$ cat src/rtl/booth_pkg.sv
// -----------------------------------------------------------------------------
// booth_pkg
// Shared types and constants for the sequential radix-2 Booth multiplier.
//   estado_t     : controller states (IDLE, CALC, DONE)
//   N_DEF        : default operand width
//   ancho_cuenta : width of the iteration counter for a given operand width
// -----------------------------------------------------------------------------
package booth_pkg;

    typedef enum logic [1:0] {
        IDLE = 2'd0,
        CALC = 2'd1,
        DONE = 2'd2
    } estado_t;

    localparam int N_DEF = 8;

    // Counter must hold 0 .. n-1; a 1-bit operand still needs one counter bit.
    function automatic int ancho_cuenta(input int n);
        if (n > 1) begin
            return $clog2(n);
        end else begin
            return 1;
        end
    endfunction

    localparam int CUENTA_W = ancho_cuenta(N_DEF);

endpackage

$ cat src/rtl/booth_paso.sv
// -----------------------------------------------------------------------------
// booth_paso
// One purely combinational radix-2 Booth iteration: add/subtract the
// multiplicand according to {q[0], q_1}, then shift {acc, q, q_1} right
// arithmetically by one.
// Ports:
//   acc      in  N+1  accumulator (sign-extended partial product)
//   q        in  N    multiplier / low product bits
//   q_1      in  1    previously shifted-out multiplier bit
//   m        in  N+1  sign-extended multiplicand
//   acc_sig  out N+1  accumulator after the iteration
//   q_sig    out N    multiplier register after the iteration
//   q_1_sig  out 1    q_1 after the iteration
// -----------------------------------------------------------------------------
module booth_paso
    import booth_pkg::*;
#(
    parameter int N = N_DEF
) (
    input  logic [N:0]   acc,
    input  logic [N-1:0] q,
    input  logic         q_1,
    input  logic [N:0]   m,
    output logic [N:0]   acc_sig,
    output logic [N-1:0] q_sig,
    output logic         q_1_sig
);

    logic [N:0] suma_s;

    // Booth recoding: 01 adds M, 10 subtracts M, 00/11 leave acc alone
    always_comb begin
        suma_s = acc;
        case ({q[0], q_1})
            2'b01:   suma_s = acc + m;
            2'b10:   suma_s = acc - m;
            default: suma_s = acc;
        endcase
    end

    // Arithmetic right shift of the concatenation {acc, q, q_1}
    always_comb begin
        acc_sig = {suma_s[N], suma_s[N:1]};
        q_sig   = {suma_s[0], q[N-1:1]};
        q_1_sig = q[0];
    end

endmodule

$ cat src/rtl/multiplicador_booth.sv
// -----------------------------------------------------------------------------
// multiplicador_booth
// Sequential signed NxN radix-2 Booth multiplier, one iteration per clock.
// A rising edge of pb_salida (held-button level) loads the operands; after N
// iterations the 2N-bit product is registered and listo pulses for one cycle.
// Ports:
//   CLK100MHZ      in  1   100 MHz system clock
//   reset_n        in  1   asynchronous active-low reset
//   multiplicador  in  N   signed multiplier Q
//   multiplicando  in  N   signed multiplicand M
//   pb_salida      in  1   start level; only its rising edge starts work
//   producto       out 2N  registered signed product, held until next result
//   listo          out 1   one-cycle pulse when producto updates
//   ocupado        out 1   high while a multiplication is in progress
// Build option:
//   BOOTH_ZERO_BYPASS_EN  when defined, a zero operand skips the iterations
//                         and the (zero) result appears one cycle after start.
// -----------------------------------------------------------------------------
module multiplicador_booth
    import booth_pkg::*;
#(
    parameter int N = N_DEF
) (
    input  logic           CLK100MHZ,
    input  logic           reset_n,
    input  logic [N-1:0]   multiplicador,
    input  logic [N-1:0]   multiplicando,
    input  logic           pb_salida,
    output logic [2*N-1:0] producto,
    output logic           listo,
    output logic           ocupado
);

    localparam int CW = ancho_cuenta(N);

    estado_t        estado_r;
    estado_t        estado_sig_s;
    logic           pb_d_r;
    logic           inicio_s;
    logic           bypass_s;

    logic [N:0]     acc_r;
    logic [N-1:0]   q_r;
    logic           q_1_r;
    logic [N:0]     m_r;
    logic [CW-1:0]  cuenta_r;

    logic [N:0]     acc_paso_s;
    logic [N-1:0]   q_paso_s;
    logic           q_1_paso_s;

    logic [2*N-1:0] producto_s;
    logic           listo_s;
    logic           ocupado_s;
    logic [2*N-1:0] producto_r;
    logic           listo_r;
    logic           ocupado_r;

    // Delayed copy of the start level for rising-edge detection
    always_ff @(posedge CLK100MHZ or negedge reset_n) begin
        if (!reset_n) begin
            pb_d_r <= 1'b0;
        end else begin
            pb_d_r <= pb_salida;
        end
    end

    assign inicio_s = pb_salida & ~pb_d_r;

`ifdef BOOTH_ZERO_BYPASS_EN
    assign bypass_s = (multiplicador == {N{1'b0}}) || (multiplicando == {N{1'b0}});
`else
    assign bypass_s = 1'b0;
`endif

    booth_paso #(.N(N)) u_paso (
        .acc     (acc_r),
        .q       (q_r),
        .q_1     (q_1_r),
        .m       (m_r),
        .acc_sig (acc_paso_s),
        .q_sig   (q_paso_s),
        .q_1_sig (q_1_paso_s)
    );

    // Controller state register
    always_ff @(posedge CLK100MHZ or negedge reset_n) begin
        if (!reset_n) begin
            estado_r <= IDLE;
        end else begin
            estado_r <= estado_sig_s;
        end
    end

    // Next-state logic; starts arriving outside IDLE are simply dropped
    always_comb begin
        estado_sig_s = estado_r;
        case (estado_r)
            IDLE: begin
                if (inicio_s) begin
                    if (bypass_s) begin
                        estado_sig_s = DONE;
                    end else begin
                        estado_sig_s = CALC;
                    end
                end else begin
                    estado_sig_s = IDLE;
                end
            end
            CALC: begin
                // The iteration running with cuenta = N-1 is the last one
                if (cuenta_r == CW'(N - 1)) begin
                    estado_sig_s = DONE;
                end else begin
                    estado_sig_s = CALC;
                end
            end
            DONE:    estado_sig_s = IDLE;
            default: estado_sig_s = IDLE;
        endcase
    end

    // Datapath: operand capture on start, one Booth step per CALC cycle
    always_ff @(posedge CLK100MHZ or negedge reset_n) begin
        if (!reset_n) begin
            acc_r    <= {(N+1){1'b0}};
            q_r      <= {N{1'b0}};
            q_1_r    <= 1'b0;
            m_r      <= {(N+1){1'b0}};
            cuenta_r <= {CW{1'b0}};
        end else begin
            case (estado_r)
                IDLE: begin
                    if (inicio_s) begin
                        acc_r    <= {(N+1){1'b0}};
                        // Bypassed runs read {acc, q} directly, so clear q to force zero
                        q_r      <= bypass_s ? {N{1'b0}} : multiplicador;
                        q_1_r    <= 1'b0;
                        m_r      <= {multiplicando[N-1], multiplicando};
                        cuenta_r <= {CW{1'b0}};
                    end else begin
                        acc_r    <= acc_r;
                        q_r      <= q_r;
                        q_1_r    <= q_1_r;
                        m_r      <= m_r;
                        cuenta_r <= cuenta_r;
                    end
                end
                CALC: begin
                    acc_r    <= acc_paso_s;
                    q_r      <= q_paso_s;
                    q_1_r    <= q_1_paso_s;
                    cuenta_r <= cuenta_r + CW'(1);
                end
                default: begin
                    acc_r    <= acc_r;
                    q_r      <= q_r;
                    q_1_r    <= q_1_r;
                    m_r      <= m_r;
                    cuenta_r <= cuenta_r;
                end
            endcase
        end
    end

    // Output decode from the current state; registered below
    always_comb begin
        producto_s = producto_r;
        listo_s    = 1'b0;
        ocupado_s  = (estado_r != IDLE);
        if (estado_r == DONE) begin
            producto_s = {acc_r[N-1:0], q_r};
            listo_s    = 1'b1;
        end else begin
            producto_s = producto_r;
            listo_s    = 1'b0;
        end
    end

    // Output registers
    always_ff @(posedge CLK100MHZ or negedge reset_n) begin
        if (!reset_n) begin
            producto_r <= {(2*N){1'b0}};
            listo_r    <= 1'b0;
            ocupado_r  <= 1'b0;
        end else begin
            producto_r <= producto_s;
            listo_r    <= listo_s;
            ocupado_r  <= ocupado_s;
        end
    end

    assign producto = producto_r;
    assign listo    = listo_r;
    assign ocupado  = ocupado_r;

endmodule

$ cat config.mk
export PLATFORM = sky130hd
export DESIGN_NAME = multiplicador_booth
export DESIGN_NICKNAME = d
export VERILOG_FILES = /design/src/rtl/booth_pkg.sv /design/src/rtl/booth_paso.sv /design/src/rtl/multiplicador_booth.sv
export SDC_FILE = /design/constraint.sdc
export NUM_CORES = 1
export LEC_CHECK = 0
export ABC_CLOCK_PERIOD_IN_PS = 6800
export CORE_MARGIN = 2
export CORE_UTILIZATION = 49
export CTS_BUF_LIST = sky130_fd_sc_hd__clkbuf_8 sky130_fd_sc_hd__clkbuf_16
export DETAILED_ROUTE_END_ITERATION = 10
export GPL_TIMING_DRIVEN = 0
export PLACE_DENSITY = 0.71
export SLEW_MARGIN = 25
export SYNTH_ARGS = -nofsm -noshare
export SYNTH_HDL_FRONTEND = slang
export SYNTH_SLANG_ARGS = --single-unit
$ cat constraint.sdc
create_clock -name CLK100MHZ -period 6.8 [get_ports CLK100MHZ]
set_input_delay 2.04 -clock CLK100MHZ [delete_from_list [all_inputs] [get_ports CLK100MHZ]]
set_output_delay 2.04 -clock CLK100MHZ [all_outputs]
set_load 0.02 [all_outputs]
## Yosys cells after proc, flatten, opt, wreduce, memory -nomap -nowiden

Index checks and enable logic that the tools add are counted.

- Word-level logic and storage cells: 39
- Flip-flop bits (word level): 50
- Input bits: 19
- Output and inout bits: 18

- Bitwise gates (word level): 2
- Reduce and logical (&&, ||, !) cells: 5
- Equality and inequality tests: 6
- Add/sub/neg operators: 3
- Muxes and demuxes: 13

Operator list:

| kind | count |
|---|---|
| $pmux W9 S2 | 2 |
| $pmux W8 S2 | 1 |
| $add A9 B9 Y9 | 1 |
| $mux W9 | 1 |
| $sub A9 B9 Y9 | 1 |
| $mux W8 | 1 |
| $pmux W3 S2 | 1 |
| $eq A2 B1 Y1 const B | 2 |
| $eq A2 B2 Y1 const B | 2 |
| $pmux W2 S2 | 1 |
| $reduce_and A2 Y1 | 2 |
| $reduce_bool A2 Y1 | 2 |
| $add A3 B1 Y3 const B | 1 |
| $eq A3 B3 Y1 const B | 1 |
| $mux W1 | 3 |
| $mux W3 | 1 |
| $logic_not A2 Y1 | 1 |
| $mux W2 | 1 |
| $ne A2 B2 Y1 const B | 1 |
| $pmux W1 S2 | 1 |
| $and A1 B1 Y1 | 1 |
| $not A1 Y1 | 1 |

## Depth between registers and ports, before layout

Gate-level depths: netlist of the first run.

- Word-level depth: 4
- Mapped depth: 12
- Depth with buffers taken out: 11

## Hierarchy

A second synthesis of the first run with hierarchy kept.

- Cell total of the unflattened synthesis: 266
- Area, all modules: 2782.7 µm²

Modules (own cells, without submodules):

| module | area each (µm²) | times used | cells each |
|---|---|---|---|
| multiplicador_booth | 2048.2 | 1 | 164 |
| booth_paso | 734.5 | 1 | 102 |

## Least setup slack after synthesis of the first run

Ideal clock, no wire load.

- Path type: input -> register
- Start point: in pb_salida
- End point: reg m_r[2]
- Cell stages on the path: 3
- Arrival: 2804 ps
- Library setup time: 125 ps
- Buffers on the path: 1
- Required time: 6675 ps
- Setup slack: 3871 ps
- Cells stage by stage: nor3b_4 buf_6 mux2_2

- Longest elaborated chain between the ends: 2

Ends and longest elaborated chain:

| item | line | source |
|---|---|---|
| start, declared | multiplicador_booth.sv:28 | `input logic pb_salida,` |
| $and A1 B1 Y1 | multiplicador_booth.sv:68 | `assign inicio_s = pb_salida & ~pb_d_r;` |
| $reduce_and A2 Y1 (no source line) | n/a |  |
| end signal, assigned | multiplicador_booth.sv:129 | `m_r <= {(N+1){1'b0}};` |
| end signal, assigned | multiplicador_booth.sv:139 | `m_r <= {multiplicando[N-1], multiplicando};` |
| end signal, assigned | multiplicador_booth.sv:145 | `m_r <= m_r;` |
| end, declared | multiplicador_booth.sv:45 | `logic [N:0] m_r;` |

No other way between the ends.
A chain may end at the register's enable or synchronous reset.

## Final worst setup path of the first run

- Start point: reg producto_r[10] (netlist: producto[10])
- End point: out producto[10]

RTL lines:

| item | line | source |
|---|---|---|
| start, declared | multiplicador_booth.sv:55 | `logic [2*N-1:0] producto_r;` |
| start signal, assigned | multiplicador_booth.sv:183 | `producto_r <= {(2*N){1'b0}};` |
| start signal, assigned | multiplicador_booth.sv:187 | `producto_r <= producto_s;` |
| end, declared | multiplicador_booth.sv:29 | `output logic [2*N-1:0] producto,` |

No word-level cell between the ends.

==> results of run 1 <==
-- report_power, final --
part | switching, mW | internal, mW
sequential | 0.0968 | 0.424
clock | 0.0927 | 0.0699
combinational | 0.537 | 0.496
total | 0.727 | 0.990
-- path summary, 6_finish.rpt --
path | end | slack [ns] | depth (start not counted)
setup / recovery | producto[10] | 3.50 | 1
hold / removal | producto[8] | 0.49 | 2
setup reg to reg | acc_r[7] | 4.05 | 11
hold reg to reg | producto[8] | 0.49 | 2
max in group asynchronous | m_r[0] | 4.66 | 1
min in group asynchronous | producto[6] | 1.74 | 1
-- cells in the mapped netlist, types with 2 or more instances --
library cell,number,area [um2]
mux2_2,19,214
buf_2,5,25.0
a21oi_1,11,55.1
dfrtp_1,49,1230
and3_1,2,12.5
clkbuf_1,3,11.3
o21ai_0,16,80.1
nand2_1,27,101
nor3_1,4,20.0
o21ai_1,7,35.0
buf_6,2,22.5
a22o_1,2,17.5
a31oi_1,2,12.5
nand3_1,2,10.0
nor2_1,12,45.0
o31ai_1,2,15.0
nand2b_1,4,25.0
mux2i_1,9,90.1
nor2b_1,3,18.8
o22ai_1,5,31.3
inv_1,9,33.8
xnor2_1,8,70.1
nand3b_1,2,15.0
xor2_1,3,26.3
ha_1,12,150
-- cell usage in the layout, fill, tap and decap left out, types with 2 or more instances in the layout --
cell             instances
clkdlybuf4s50_1         35
mux2_2                  19
inv_1                   11
dfrtp_1                 49
a21oi_1                 11
nand2b_1                 4
o22ai_1                  5
buf_2                    5
and3_1                   2
nand2_1                 27
o21ai_0                 16
nand3b_1                 2
clkbuf_8                 5
buf_6                    2
o31ai_1                  2
a22o_1                   2
ha_1                    12
mux2i_1                  9
xnor2_1                  8
nor2b_1                  3
o21ai_1                  7
nand3_1                  2
nor3_1                   4
xor2_1                   3
a31oi_1                  2
clkbuf_1                 3
nor2_1                  12
-- registers in the layout, summed over array words and instances, names as in the netlist --
name,count
cuenta_r,3
acc_r,8
m_r,8
pb_d_r,1
q_r,8
ocupado,1
producto,16
q_1_r,1
estado_r,2
listo,1
-- routing by layer --
layer | vias up | share of wire [%] | global-route usage (%)
met1 | 841 | 49 | 27.0
met4 | 0 | 0.91 | 4.68
li1 | 912 | - | -
met2 | 37 | 46 | 30.0
met3 | 4 | 3.9 | 4.63
met5 | - | 0 | 0
-- area by class of cell --
cell class,instances,area [um2]
Multi-Input combinational cell,166,1180
Buffer,11,62.6
Sequential cell,49,1230
Inverter,9,33.8
Clock buffer,5,68.8
Timing Repair Buffer,36,358
Clock inverter,3,15.0
Tap cell,70,87.6
Fill cell,458,1980
-- kinds of logic after synthesis --
family / Yosys count / share of synthesized area (%)
AO/OA/AOI/OAI: 53 / 12.5
flip-flops: 49 / 49.0
buffers and inverters: 20 / 3.85
XOR/XNOR: 11 / 3.85
AND/OR/NAND/NOR: 61 / 11.8
multiplexers: 28 / 12.1
adder cells (fa/ha/maj): 13 / 6.80
==> impl_metrics.json, run 1 <==
{
  "grt_use_total_pct": 19.2,
  "cts.path.max_buffers": 2,
  "grt_pass1_vias": 1690,
  "ys.flop_type": "dfrtp_1",
  "worstMarginPinSlew_ns": 0.593,
  "antenna_cells": 0,
  "place_area_um2": 2950,
  "drive_gt1_share_pct": 12.5,
  "tritoncts": "done",
  "cp_top_family": "buffers and inverters",
  "syn_to_final_growth_pct": 21.1,
  "postSynthAreaPerCell_um2": 10.7,
  "dp.cells": 341,
  "vias": 1794,
  "critical-path-max-stage-delay_ns": 0.61,
  "powerDensity_nw_per_um2": 566,
  "startpoint_type": "flop",
  "cts_root_buf": "clkbuf_8",
  "setup_slack_ns": 3.50,
  "tns_ns": 0,
  "synth_cell_types": 40,
  "critPathKind": "reg2out",
  "final_max_slew_viol_count": 0,
  "setup_viol": 0,
  "maxSlewHeadroom_pct": 60.5,
  "core_um2": 5010,
  "first_pass_iters": 4,
  "synth_cells": 235,
  "cts_htree_levels": 2,
  "ios": 37,
  "grt.overflow.total": 0,
  "clk_pin_slew_worst_paths_ns": 0.09,
  "irDropWorstVdd_v": 0.000242,
  "drv_cap": 0,
  "status": "completed",
  "grt_max_degree": 50,
  "cp_num_buf_inv": 1,
  "timing.hold.ws_ns": 0.485,
  "hold_violations": 0,
  "grt_first_pass_wirelength_um": 8110,
  "critPathSlowestCell": "clkdlybuf4s50_1",
  "cp.required_ns": 4.76,
  "clock_sinks": 49,
  "ys_ff_latch": 49,
  "antenna_found_initial": 0,
  "drtIter0Drc": 161,
  "clk_latency_ns": 0.30,
  "finalInstanceArea_um2": 3030,
  "timing.final.crit_share_pct": 48.5,
  "arrival_ns": 1.26,
  "syn_nets": 267,
  "syn-cell-area_um2": 2500,
  "skew_ns": 0.00625,
  "die_y_um": 75.5,
  "power.leakage_nw": 1.30,
  "hold_class": "reg2reg",
  "initial_core_util_pct": 50.0,
  "place_ws_ns": 3.18,
  "post_drt_wl_per_cell_um": 13.5,
  "post_cts_buffers": 0,
  "stdcell_count": 349,
  "synth_edf_count": 0,
  "vias_per_cell": 5.14,
  "rsz0062_at_grt": "no",
  "wl_um": 4720,
  "final_core_util_pct": 60.5,
  "yosysWarnings": 0,
  "drc": 0,
  "crit_fanout": 2,
  "hold_start": "producto[8]",
  "row_count": 26,
  "die_x_um": 75.5,
  "fmax_ghz": 0.303,
  "cts.repair.resized": 0,
  "synth-async-reset-ratio_pct": 100,
  "finalWeightedCongestion": 0.912,
  "setup.worst_path.start": "producto[10]",
  "end_kind": "output pin",
  "p_total_mw": 1.72,
  "period_needed_ns": 3.30,
  "fin_nets": 310,
  "ys_seq_area_share_pct": 49.0,
  "ctsHoldBuffers": 0,
  "ant_nets": 0,
  "io_buffers": 36,
  "die-area_um2": 5700,
  "crit_path_cell_trace": "clkdlybuf4s50_1",
  "cts_buffers": 5,
  "dp_hpwl_um": 3470,
  "timing.rr.start": "q_1_r"
}
Power figures use the tool's default switching activity.
==> run 2, diff against run 1 <==
--- a/config.mk
+++ b/config.mk
@@ -5,7 +5,7 @@
 export SDC_FILE = /design/constraint.sdc
 export NUM_CORES = 1
 export LEC_CHECK = 0
-export ABC_CLOCK_PERIOD_IN_PS = 6800
+export ABC_CLOCK_PERIOD_IN_PS = 3200
 export CORE_MARGIN = 2
 export CORE_UTILIZATION = 49
 export CTS_BUF_LIST = sky130_fd_sc_hd__clkbuf_8 sky130_fd_sc_hd__clkbuf_16
==> constraint.sdc (replaced) <==
create_clock -name CLK100MHZ -period 3.2 [get_ports CLK100MHZ]
set_input_delay 0.96 -clock CLK100MHZ [delete_from_list [all_inputs] [get_ports CLK100MHZ]]
set_output_delay 0.96 -clock CLK100MHZ [all_outputs]
set_load 0.02 [all_outputs]
==> results of run 2 <==
Same layout as run 1 (identical final DEF). Status: completed.
Main changes from that run: setup slack after placement 3.18 ns -> 0.489 ns; clock-pin slew on the worst setup and hold paths 0.09 ns -> 0.08 ns; setup slack after layout 3.50 ns -> 0.455 ns; start point of the critical path producto[10] -> q_1_r; end point of the critical path producto[10] -> acc_r[7]; register-to-register setup slack 4.05 ns -> 0.45 ns; total power 1.72 mW -> 3.65 mW; worst IR drop on VDD 0.000242 V -> 0.000514 V
==> run 3, diff against run 2 <==
--- a/config.mk
+++ b/config.mk
@@ -7,11 +7,11 @@
 export LEC_CHECK = 0
 export ABC_CLOCK_PERIOD_IN_PS = 3200
 export CORE_MARGIN = 2
-export CORE_UTILIZATION = 49
+export CORE_UTILIZATION = 50
 export CTS_BUF_LIST = sky130_fd_sc_hd__clkbuf_8 sky130_fd_sc_hd__clkbuf_16
 export DETAILED_ROUTE_END_ITERATION = 10
 export GPL_TIMING_DRIVEN = 0
-export PLACE_DENSITY = 0.71
+export PLACE_DENSITY = 0.72
 export SLEW_MARGIN = 25
 export SYNTH_ARGS = -nofsm -noshare
 export SYNTH_HDL_FRONTEND = slang
==> run 3 against run 2 <==
Compared with the run above:
- hold slack worse by 0.0027 ns
- utilization is 3.0 points higher
- fmax shrank 1.4%
- total power grew 0.89%
- routed wire length decreased by 1.7%
- clock-buffer cell count did not move
- first-iteration DRC count fell by 33%
==> impl_metrics.json, run 3 (same netlist as run 1, synthesis figures left out) <==
{
  "first_pass_iters": 4,
  "cp.required_ns": 3.39,
  "place_ws_ns": 0.454,
  "p_sw_mw": 1.56,
  "skew_ns": 0.0110,
  "startpoint_type": "flop",
  "drtIter0Drc": 108,
  "die-area_um2": 5590,
  "ios": 37,
  "fin_nets": 310,
  "clk_pin_slew_worst_paths_ns": 0.09,
  "antenna_found_initial": 0,
  "pwr-share-clk_pct": 10.2,
  "cts_htree_levels": 2,
  "antenna_cells": 0,
  "setup_viol": 0,
  "cts.repair.resized": 0,
  "ctsHoldBuffers": 0,
  "powerDensity_nw_per_um2": 1210,
  "grt.overflow.total": 0,
  "ant_nets": 0,
  "seqPwrFrac_pct": 29.9,
  "critPathKind": "reg2reg",
  "dp.cells": 338,
  "swShare_pct": 42.5,
  "p_int_mw": 2.12,
  "tritoncts": "done",
  "hold_class": "reg2reg",
  "fmax_ghz": 0.359,
  "end_kind": "flop",
  "setup_slack_ns": 0.415,
  "irDropWorstVdd_v": 0.000676,
  "drive_gt1_share_pct": 13.3,
  "io_buffers": 36,
  "row_count": 25,
  "grt_pass1_vias": 1700,
  "post_drt_wl_per_cell_um": 13.4,
  "timing.final.crit_share_pct": 87.0,
  "dp_hpwl_um": 3320,
  "r2r_setup_slack_ns": 0.42,
  "initial_core_util_pct": 52.3,
  "die_y_um": 74.8,
  "crit_fanout": 9,
  "worstMarginPinSlew_ns": 0.602,
  "layout_commonest_cell": "dfrtp_1",
  "syn_to_final_growth_pct": 21.4,
  "grt_use_total_pct": 19.1,
  "wl_um": 4640,
  "power.leakage_nw": 1.30,
  "stdcell_count": 346,
  "arrival_ns": 2.97,
  "period_needed_ns": 2.78,
  "clock_sinks": 49,
  "maxSlewHeadroom_pct": 59.9,
  "vias_per_cell": 5.32,
  "drc": 0,
  "layout_common_cells": "dfrtp_1 (49), clkdlybuf4s50_1 (35), nand2_1 (27)",
  "core_um2": 4790,
  "die_x_um": 74.8,
  "fillers": 413,
  "grt_first_pass_wirelength_um": 8080,
  "drv_cap": 0,
  "cts_buffers": 5,
  "comb_power_share_pct": 59.8,
  "status": "completed",
  "vias": 1839,
  "final_max_slew_viol_count": 0,
  "rsz0062_at_grt": "no",
  "cts_root_buf": "clkbuf_8",
  "largest_register_ffs": 16,
  "hold_violations": 0,
  "finalWeightedCongestion": 0.886,
  "cts.path.max_buffers": 2,
  "grt_max_degree": 50,
  "post_cts_buffers": 0,
  "clk_latency_ns": 0.30
}
## run 3: layout make-up
cell class | count | area (um2) | share of cell area (%)
flip-flops and latches | 49 | 1230 | 40.3
plain buffers | 11 | 62.6 | 2.06
well taps | 67 | 83.8 | 2.76
clock inverters | 3 | 26.3 | 0.864
repair buffers | 36 | 358 | 11.8
inverters | 9 | 33.8 | 1.11
clock buffers | 5 | 68.8 | 2.26
multi-input cells | 166 | 1180 | 38.8
## run 3: per-stage QoR
stage          TNS (ns)  hold WS (ns)  area, um2  power, mW  utilization (%)
2_1_floorplan         0         0.468       2500       2.73                -
3_3_place_gp     -11.83         0.460       2950       3.24             61.6
3_5_place_dp          0         0.471       2950       3.29             61.5
4_1_cts               0         0.492       3040       3.69             63.5
5_1_grt               0         0.529       3040       4.02             63.5
6_report              0         0.483       3040       3.68             63.5
## run 3: final timing paths
path                                    end   startpoint  depth (start not counted)
max in group asynchronous            m_r[7]      reset_n                          1
min in group asynchronous            q_r[3]      reset_n                          1
worst min register to register  producto[9]  producto[9]                          2
worst max register to register     acc_r[7]        q_1_r                         11
worst max-delay path               acc_r[7]        q_1_r                         11
worst min-delay path            producto[9]  producto[9]                          2
## run 3: critical path, cell delays in order, from the launching register on
cell and delay, ns:
dfrtp_1 0.37, inv_1 0.07, ha_1 0.14, clkbuf_1 0.31, mux2_2 0.42, fa_1 0.45, nor2b_1 0.17, o31a_1 0.18
o21ai_0 0.13, xor2_1 0.18, o21ai_0 0.16, o31ai_1 0.09
## run 3: power by group through the flow
stage / clock, mW / combinational [mW] / sequential [mW]
CTS: 0.388 / 2.20 / 1.10
detailed placement: 0 / 2.18 / 1.12
global route: 0.409 / 2.47 / 1.14
floorplan: 0 / 1.54 / 1.19
global placement: 0 / 2.13 / 1.11
finish: 0.376 / 2.20 / 1.10
## run 3: layer usage
metal	up-vias	GRT usage [%]	share of wire [%]
li1	907	-	-
met1	892	27.7	50
met2	35	29.8	46
met3	5	3.61	3.0
met4	0	4.76	0.90
met5	-	0	0
